==> src/rtl/uart_pkg.sv <==
// Shared types and constants for the memory-mapped UART transmitter.
package uart_pkg;

    typedef enum logic [1:0] {
        IDLE,
        START,
        DATA,
        STOP
    } tx_state_t;

    localparam logic [2:0] OFF_TXDATA = 3'd0;
    localparam logic [2:0] OFF_STATUS = 3'd4;

    localparam int ST_FULL      = 0;
    localparam int ST_EMPTY     = 1;
    localparam int ST_ACTIVE    = 2;
    localparam int ST_OVERFLOW  = 3;
    localparam int ST_COUNT_LSB = 4;

    // STATUS only has a 4-bit count field, so deeper FIFOs report 15.
    function automatic logic [3:0] sat_count(input logic [31:0] count);
        return (count > 32'd15) ? 4'hF : count[3:0];
    endfunction

endpackage

==> src/rtl/uart_tx_mmio_if.sv <==
// CPU data-bus view of the UART register window.
interface uart_tx_mmio_if;

    logic [31:0] address;
    logic        store;
    logic [31:0] store_data;
    logic        load;
    logic        sel;
    logic [31:0] read_data;

    modport master (
        output address, store, store_data, load,
        input  sel, read_data
    );

    modport slave (
        input  address, store, store_data, load,
        output sel, read_data
    );

endinterface

==> src/rtl/uart_tx_mmio_sync_fifo.sv <==
// Synchronous FIFO with occupancy count; a push alongside a pop is accepted when full.
module sync_fifo #(
    parameter int WIDTH = 8,
    parameter int DEPTH = 4
) (
    input  logic                     clock,
    input  logic                     reset,
    input  logic                     push,
    input  logic [WIDTH-1:0]         push_data,
    input  logic                     pop,
    output logic [WIDTH-1:0]         pop_data,
    output logic                     full,
    output logic                     empty,
    output logic [$clog2(DEPTH):0]   count
);

    localparam int AW = $clog2(DEPTH);
    localparam logic [AW:0] FULL_COUNT = (AW+1)'(DEPTH);

    logic [WIDTH-1:0] mem [DEPTH];
    logic [AW-1:0]    wr_ptr;
    logic [AW-1:0]    rd_ptr;
    logic             do_push;
    logic             do_pop;

    assign full     = (count == FULL_COUNT);
    assign empty    = (count == '0);
    assign do_pop   = pop && !empty;
    assign do_push  = push && (!full || do_pop);
    assign pop_data = mem[rd_ptr];

    always_ff @(posedge clock) begin
        if (!reset) begin
            wr_ptr <= '0;
            rd_ptr <= '0;
            count  <= '0;
        end else begin
            if (do_push) wr_ptr <= wr_ptr + 1'b1;
            if (do_pop)  rd_ptr <= rd_ptr + 1'b1;
            case ({do_push, do_pop})
                2'b10:   count <= count + 1'b1;
                2'b01:   count <= count - 1'b1;
                default: count <= count;
            endcase
        end
    end

    always_ff @(posedge clock) begin
        if (do_push) mem[wr_ptr] <= push_data;
    end

endmodule

==> src/rtl/uart_tx_mmio.sv <==
// Memory-mapped 8N1 UART transmitter: TXDATA/STATUS registers, TX FIFO and serialiser.
module uart_tx_mmio
    import uart_pkg::*;
#(
    parameter logic [31:0] BASE_ADDR    = 32'h1000_0000,
    parameter int          CLKS_PER_BIT = 16,
    parameter int          FIFO_DEPTH   = 4
) (
    input  logic                 clock,
    input  logic                 reset,
    uart_tx_mmio_if.slave        bus,
    output logic                 tx,
    output logic                 busy
);

    localparam int BW = $clog2(CLKS_PER_BIT);
    localparam int CW = $clog2(FIFO_DEPTH) + 1;
    localparam logic [BW-1:0] BAUD_LAST = BW'(CLKS_PER_BIT - 1);

    logic          sel;
    logic [2:0]    reg_off;
    logic          wr_txdata;
    logic          wr_status;
    logic          overflow;
    logic [31:0]   status;

    logic          fifo_pop;
    logic [7:0]    fifo_head;
    logic          fifo_full;
    logic          fifo_empty;
    logic [CW-1:0] fifo_count;

    tx_state_t     state, state_next;
    logic [BW-1:0] baud_cnt, baud_next;
    logic [2:0]    bit_cnt, bit_next;
    logic [7:0]    shift, shift_next;
    logic          baud_done;

    logic          unused_bus;
    assign unused_bus = ^{bus.address[1:0], bus.store_data[31:8], bus.load};

    assign sel       = (bus.address[31:3] == BASE_ADDR[31:3]);
    assign reg_off   = {bus.address[2], 2'b00};
    assign wr_txdata = bus.store && sel && (reg_off == OFF_TXDATA);
    assign wr_status = bus.store && sel && (reg_off == OFF_STATUS);
    assign bus.sel   = sel;

    sync_fifo #(
        .WIDTH (8),
        .DEPTH (FIFO_DEPTH)
    ) u_fifo (
        .clock     (clock),
        .reset     (reset),
        .push      (wr_txdata),
        .push_data (bus.store_data[7:0]),
        .pop       (fifo_pop),
        .pop_data  (fifo_head),
        .full      (fifo_full),
        .empty     (fifo_empty),
        .count     (fifo_count)
    );

    // A push that lands on a full FIFO is only lost if the serialiser is not popping that cycle.
    always_ff @(posedge clock) begin
        if (!reset) begin
            overflow <= 1'b0;
        end else if (wr_status && bus.store_data[ST_OVERFLOW]) begin
            overflow <= 1'b0;
        end else if (wr_txdata && fifo_full && !fifo_pop) begin
            overflow <= 1'b1;
        end
    end

    always_comb begin
        status                        = '0;
        status[ST_FULL]               = fifo_full;
        status[ST_EMPTY]              = fifo_empty;
        status[ST_ACTIVE]             = (state != IDLE);
        status[ST_OVERFLOW]           = overflow;
        status[ST_COUNT_LSB +: 4]     = sat_count(32'(fifo_count));
        bus.read_data                 = (sel && reg_off == OFF_STATUS) ? status : '0;
    end

    always_ff @(posedge clock) begin
        if (!reset) begin
            state    <= IDLE;
            baud_cnt <= '0;
            bit_cnt  <= '0;
            shift    <= '0;
        end else begin
            state    <= state_next;
            baud_cnt <= baud_next;
            bit_cnt  <= bit_next;
            shift    <= shift_next;
        end
    end

    assign baud_done = (baud_cnt == BAUD_LAST);

    // STOP chains straight into the next START when data is waiting, so frames abut.
    always_comb begin
        state_next = state;
        baud_next  = baud_cnt;
        bit_next   = bit_cnt;
        shift_next = shift;
        fifo_pop   = 1'b0;
        tx         = 1'b1;
        case (state)
            IDLE: begin
                baud_next = '0;
                if (!fifo_empty) begin
                    state_next = START;
                    fifo_pop   = 1'b1;
                    shift_next = fifo_head;
                end
            end
            START: begin
                tx = 1'b0;
                if (baud_done) begin
                    baud_next  = '0;
                    bit_next   = '0;
                    state_next = DATA;
                end else begin
                    baud_next = baud_cnt + 1'b1;
                end
            end
            DATA: begin
                tx = shift[0];
                if (baud_done) begin
                    baud_next  = '0;
                    shift_next = {1'b0, shift[7:1]};
                    bit_next   = bit_cnt + 1'b1;
                    if (bit_cnt == 3'd7) state_next = STOP;
                end else begin
                    baud_next = baud_cnt + 1'b1;
                end
            end
            STOP: begin
                if (baud_done) begin
                    baud_next = '0;
                    if (!fifo_empty) begin
                        state_next = START;
                        fifo_pop   = 1'b1;
                        shift_next = fifo_head;
                    end else begin
                        state_next = IDLE;
                    end
                end else begin
                    baud_next = baud_cnt + 1'b1;
                end
            end
            default: state_next = IDLE;
        endcase
    end

    assign busy = (state != IDLE) || !fifo_empty;

endmodule

==> src/flat_wrapper.sv <==
// flat-port wrapper written by rule: the top's interface ports become plain ports
module uart_tx_mmio_flat import uart_pkg::*;
#(
    parameter logic [31:0] BASE_ADDR    = 32'h1000_0000,
    parameter int          CLKS_PER_BIT = 16,
    parameter int          FIFO_DEPTH   = 4
)
  (clock, reset, tx, busy, bus_address, bus_store, bus_store_data, bus_load, bus_sel, bus_read_data);
  uart_tx_mmio_if bus_i ();
  input  logic clock;
  input  logic reset;
  output logic tx;
  output logic busy;
  input wire logic [$bits(bus_i.address)-1:0] bus_address;
  input wire logic [$bits(bus_i.store)-1:0] bus_store;
  input wire logic [$bits(bus_i.store_data)-1:0] bus_store_data;
  input wire logic [$bits(bus_i.load)-1:0] bus_load;
  output wire logic [$bits(bus_i.sel)-1:0] bus_sel;
  output wire logic [$bits(bus_i.read_data)-1:0] bus_read_data;
  assign bus_i.address = bus_address;
  assign bus_i.store = bus_store;
  assign bus_i.store_data = bus_store_data;
  assign bus_i.load = bus_load;
  assign bus_sel = bus_i.sel;
  assign bus_read_data = bus_i.read_data;
  uart_tx_mmio #(.BASE_ADDR(BASE_ADDR), .CLKS_PER_BIT(CLKS_PER_BIT), .FIFO_DEPTH(FIFO_DEPTH)) u_core (.clock(clock), .reset(reset), .bus(bus_i), .tx(tx), .busy(busy));
endmodule
==> config.mk <==
export PLATFORM = sky130hd
export DESIGN_NAME = uart_tx_mmio_flat
export DESIGN_NICKNAME = d
export VERILOG_FILES = /design/src/rtl/uart_pkg.sv /design/src/rtl/uart_tx_mmio_if.sv /design/src/rtl/uart_tx_mmio_sync_fifo.sv /design/src/rtl/uart_tx_mmio.sv /design/src/flat_wrapper.sv
export SDC_FILE = /design/constraint.sdc
export NUM_CORES = 1
export LEC_CHECK = 0
export ABC_AREA = 0
export CORE_MARGIN = 2
export CORE_UTILIZATION = 49
export DETAILED_ROUTE_END_ITERATION = 7
export GPL_ROUTABILITY_DRIVEN = 0
export PLACE_DENSITY = 0.9
export SYNTH_ARGS = -nofsm -noshare
export SYNTH_HDL_FRONTEND = slang
export SYNTH_SLANG_ARGS = --single-unit
==> constraint.sdc <==
create_clock -name clock -period 3.8 [get_ports clock]
set_input_delay 0.95 -clock clock [delete_from_list [all_inputs] [get_ports clock]]
set_output_delay 0.95 -clock clock [all_outputs]
set_load 0.005 [all_outputs]
# --- Word-level counts from Yosys, hierarchy flattened ---
# Memory sizes are Yosys's and may differ from the RTL's. A register that Yosys moved wholly into a read port is not among the register bits.
# Index checks and enable logic that the tools add are counted.
classes:
  addsub: 6
  n_eq_ne: 14
  muxes: 26
  n_bitwise: 1
  reduce_logical: 26
op_table:
  columns: ["operator", "n"]
  rows:
  - ["== test 29 x 26 -> 1 bit, second input constant", 1]
  - ["2-to-1 mux 8 bit", 3]
  - ["one-hot mux 8 bit (3 select lines)", 1]
  - ["2-to-1 mux 2 bit", 7]
  - ["one-hot mux 3 bit (2 select lines)", 2]
  - ["logical AND 1 bit", 9]
  - ["inequality test 2 x 1 -> 1 bit, second input constant", 4]
  - ["one-hot mux 2 bit (4 select lines)", 1]
  - ["one-hot mux 4 bit (2 select lines)", 1]
  - ["2-to-1 mux 7 bit", 1]
  - ["adder 3 x 1 -> 3 bit, second input constant", 2]
  - ["== test 2 bit, second input constant", 3]
  - ["== test 3 bit, second input constant", 2]
  - ["logical NOT 3 bit", 2]
  - ["2-to-1 mux 3 bit", 2]
  - ["AND reduction 3 bit", 2]
  - ["nonzero test 2 bit", 3]
  - ["2-to-1 mux 1 bit", 5]
  - ["AND reduction 5 bit", 1]
  - ["adder 2 x 1 -> 2 bit, second input constant", 2]
  - ["adder 4 x 1 -> 4 bit, second input constant", 1]
  - ["== test 2 x 1 -> 1 bit, second input constant", 2]
  - ["== test 4 bit, second input constant", 1]
  - ["2-to-1 mux 4 bit", 1]
  - ["other kinds (10)", 14]
word_totals:
  regBits: 25
  ram_bits: 32
  input_bits: 68
  out_inout_bits: 35
  wordCells: 82
  mem_count: 1
mem_list:
  columns: ["memory", "depth", "width", "read_ports", "rd_ports_with_merged_regs", "write_ports", "line_no", "rtl"]
  rows:
  - ["u_core.u_fifo.mem", 4, 8, 1, 1, 1, "uart_tx_mmio_sync_fifo.sv:20", "logic [WIDTH-1:0] mem [DEPTH];"]

# --- Depth between registers and ports, before layout ---
depth:
  ltp_word: 9
  depth_mapped: 9
  mapped_depth_nobuf: 9

# --- By module ---
# From an unflattened synthesis, not the netlist that was laid out.
hier_totals:
  hier_cells: 243
  area_unflattened_um2: 2950.3
modules_own_cells:
  columns: ["module", "n_inst", "cells_each", "area_per_inst_um2", "seq_area_each_um2"]
  rows:
  - ["sync_fifo", 1, 96, 1645.3, 1141.1]
  - ["uart_tx_mmio", 1, 147, 1305.0, 360.3]

# --- Worst setup path before layout ---
# OpenSTA, ideal clock, no wires.
synth_timing:
  path_type: "input -> output"
  startpoint: "input port bus_address[30]"
  endpoint: "output port bus_read_data[0]"
  arrival_ns: 2.000
  required_ns: 2.850
  setup_slack_ns: 0.850
  stages: 5
  path_buffers: 0
  cell_sequence: "nor3b_1 nand4_4 nor2_1 nand2_1 nor2_1"
synth_between:
  elab_chain_cells: 3
synth_rtl:
  columns: ["item", "line_no", "rtl"]
  rows:
  - ["start: declaration", "flat_wrapper.sv:14", "input wire logic [$bits(bus_i.address)-1:0] bus_address;"]
  - ["== test 29 x 26 -> 1 bit", "uart_tx_mmio.sv:42", "assign sel = (bus.address[31:3] == BASE_ADDR[31:3]);"]
  - ["via bus_sel", "flat_wrapper.sv:18", "output wire logic [$bits(bus_i.sel)-1:0] bus_sel;"]
  - ["logical AND 1 bit", "uart_tx_mmio.sv:81", "bus.read_data = (sel && reg_off == OFF_STATUS) ? status : '0;"]
  - ["2-to-1 mux 7 bit", "uart_tx_mmio.sv:81", null]
  - ["end: declaration", "flat_wrapper.sv:19", "output wire logic [$bits(bus_i.read_data)-1:0] bus_read_data;"]
# The timed path passes the listed nets, and every way through them passes these cells.

# --- Final worst setup path ---
layout_timing:
  startpoint: "input port bus_address[6]"
  endpoint: "output port bus_read_data[5]"
layout_between:
  elab_chain_cells: 3
layout_rtl:
  columns: ["item", "line_no"]
  rows:
  - ["== test 29 x 26 -> 1 bit", "uart_tx_mmio.sv:42"]
  - ["logical AND 1 bit", "uart_tx_mmio.sv:81"]
  - ["2-to-1 mux 7 bit", "uart_tx_mmio.sv:81"]
# No other way between the ends.

==> impl_results.md <==
- Drt first pass iters: 4
- GRT overflow: 0
- DRC Markers: 0
- Die area: around 6900 sq um
- Top-Level Pins: 103
- Max Cap Violations: 0
- Power Total: 0.001407 W
- Setup crit end kind: primary output
- Met3 Use GR: 0.02584
- Final Max Tran Viols: 0
- Relative slew slack: 0.5053
- Worst slew pin tran: around 740 ps
- P&R area growth vs syn: 24.27%
- Setup violators final: 0
- R2R setup slack: approximately 1400 ps
- Comb pwr share: 0.130
- Clock root buffer: clkbuf_8
- Vias in the first global route: between 2000 and 2500
- Die width: roughly 83 um
- Antenna viol nets, final: 0
- HPWL after DPL: 4.148 mm
- # diodes: 0
- Vias per cell: just over 5
- Syn_area_per_cell: around 13 sq um
- Post-Route WL: between 5 and 6 mm
- Chip height: 82.85 um
- Drt wl/cell: roughly 15 um
- Static Leakage: about 1.4 nW
- Top post-synthesis cells by area: edfxtp_1 32%, dfxtp_1 18%, buf_4 6.2%
- TritonCTS clock tree: yes
- Gate Count Post-Synth: around 240
- Commonest cells after routing, fill and taps aside: 44 x clkdlybuf4s50_1, 32 x edfxtp_1, 27 x nor2_1, 27 x dfxtp_1, 25 x conb_1
- PwrDens: around 370 nW/um^2
- Mapped cell area: ~3000 sq um
- Initial Utilization: 0.5116
- CP required: ~2900 ps
- Largest net degree at the start of global routing: 24
- Placement-stage cell area: 3553 sq um
- Critical path buffer and inverter count: 2
- Maximum net fanout on the critical path: 5
- Design area: approximately 3800 sq um
- Vias after detailed routing: between 1500 and 2000
- First DRT Iteration DRCs: 90
- Synth area leader: edfxtp_1
- # clock sinks: about 60
- Sw Share: 0.2376
- Yosys warning count: 0
- NetSw: about 0.00033 W
- Maximum VDD drop: 336.1 uV
- Critical path cell sequence: clkdlybuf4s50_1 > nor4_4 > nand4_1 > nor2_4 > nand2_4 > nor2_2 > clkdlybuf4s50_1
- Clk slew on worst S/H paths: 60 ps
- Most used cell, CP: clkdlybuf4s50_1
- Met2 global-route usage: 0.2969
- Clock power frac: 0.379
- Top Usage Layer GRT: met2
- Crit-path leading delay family: buffers and inverters
- Critical path startpoint category: input port
- Total Routing Usage GR: 0.1688
- Fin nets: 384
- Core Area: ~6000 sq um
- Synth Register Bits: 59
- Final worst path period share: 0.9965
- Main synth FF type: edfxtp_1
- Max Fclk: around 260 MHz
- IO Port Bufs: 50
- Fin crit period: approximately 3800 ps
- Worst path slowest cell: clkdlybuf4s50_1
- Row count: 28
- Worst Skew: about 5.2 ps
- Clk_lat worst skew: around 330 ps
- Register area share after synthesis: 0.4928
- Sequential Power Share: 0.491
- RSZ-0062 raised after global routing: true
- Arrival @ worst endpoint: 2840 ps
- CTS Buffer Depth: 2
- Largest stage delay, worst path: between 500 and 600 ps
- Outcome: completed
- Top cell type's share of synthesized area: 0.3154
- P_int: ~0.0011 W
- Async S/R FF share, synth: 0
- Hold Path Class: reg2reg
- Hold Vio Cnt, Final: 0
- M1 GR Usage: 0.2012
- Post-synth EDFFs: 32
- Initial antenna violation count: 0
- Commonest non-fill, non-tap cell in the layout: clkdlybuf4s50_1
- Distinct cells, synth: between 40 and 50
- Share of cells above drive strength 1: 0.1596
- # H-tree levels: 3
- Num CTS Buffers: 9
- Global-route wire length before repair: between 9 and 10 mm
- CP Class: in2out
-- cell usage after synthesis, types with 5 or more instances --
| cell | number |
|---|---|
| ha_1 | 13 |
| edfxtp_1 | 32 |
| mux2i_1 | 12 |
| mux4_2 | 8 |
| inv_1 | 10 |
| buf_4 | 25 |
| dfxtp_1 | 27 |
| nor4_4 | 7 |
| nor2_1 | 30 |
| a211oi_1 | 8 |
| and2_1 | 5 |
| nand2_1 | 9 |
-- through the flow --
stage               setup WS [ps]  setup TNS [ps]  hold slack, ps  utilization  cells
CTS                         10.82               0           458.8       0.6290    381
global placement           -26.51          -75.91           432.0       0.5966    365
detailed placement         -91.63          -481.9           442.4       0.5966    365
global route               -53.03          -89.94           488.8       0.6357    382
finish                      13.37               0           452.1       0.6357    382
floorplan                   850.3               0           417.5            -    267
-- cell families (layout without fill, tap and decap cells) --
family	after synthesis	in the layout	synth area share
AO/OA/AOI/OAI	27	27	0.07023
XOR/XNOR	6	6	0.01725
adder cells (fa/ha/maj)	14	14	0.05996
buffers and inverters	43	83	0.08542
flip-flops	59	59	0.4928
multiplexers	20	20	0.09856
other	1	25	0.001231
AND/OR/NAND/NOR	73	73	0.1745
-- power by group through the flow --
stage / Clock, W / Combinational [W] / Sequential, W
2_1_floorplan: 0 / 0.000108 / 0.000702
3_3_place_gp: 0 / 0.000174 / 0.000704
3_5_place_dp: 0 / 0.000181 / 0.000705
4_1_cts: 0.000540 / 0.000183 / 0.000691
5_1_grt: 0.000569 / 0.000199 / 0.000692
6_report: 0.000534 / 0.000182 / 0.000691
-- layout make-up --
cell class / count / area [sq um]
Clock inverter: 5 / 53.80
Fill cell: 431 / 2170
Inverter: 10 / 37.54
Timing Repair Buffer: 57 / 568.0
Multi-Input combinational cell: 165 / 1400
Clock buffer: 11 / 131.4
Tap cell: 75 / 93.84
Sequential cell: 59 / 1501
-- sequential cells by signal (all words and copies together), names as in the netlist, named ones only --
register / flops
u_core.u_fifo.count: 3
u_core.state: 2
u_core.bit_cnt: 3
u_core.shift: 8
u_core.u_fifo.rd_ptr: 2
u_core.u_fifo.mem: 32
u_core.overflow: 1
u_core.baud_cnt: 4
u_core.u_fifo.wr_ptr: 2
-- metal layers --
metal  up-vias  routed length (um)
li1        957                   -
met1       949                2296
met2        67                3051
met3        11                 198
met4         0                 127
met5         -                   0
-- what timing repair did --
item	CTS	global route
buffers inserted	0	1
endpoints found under the setup margin	6	6
resized for setup	2	11
hold buffers	0	0
pin swaps	0	6
-- worst reg2reg max path: stages (launching register included) --
cell and delay [ps]:
dfxtp_1 390, inv_1 120, ha_1 360, nor3_2 460
nand2b_1 180, fa_1 460, nor3_1 200, mux2i_1 120
o211ai_1 80
-- path summary, 6_finish.rpt --
check,startpoint,end,cells past startpoint
min reg2reg,u_core.baud_cnt[0],u_core.baud_cnt[0],1
max reg2reg,u_core.state[0],u_core.u_fifo.count[2],8
min,u_core.baud_cnt[0],u_core.baud_cnt[0],1
max,bus_address[6],bus_read_data[5],7
Power figures use the tool's default switching activity.
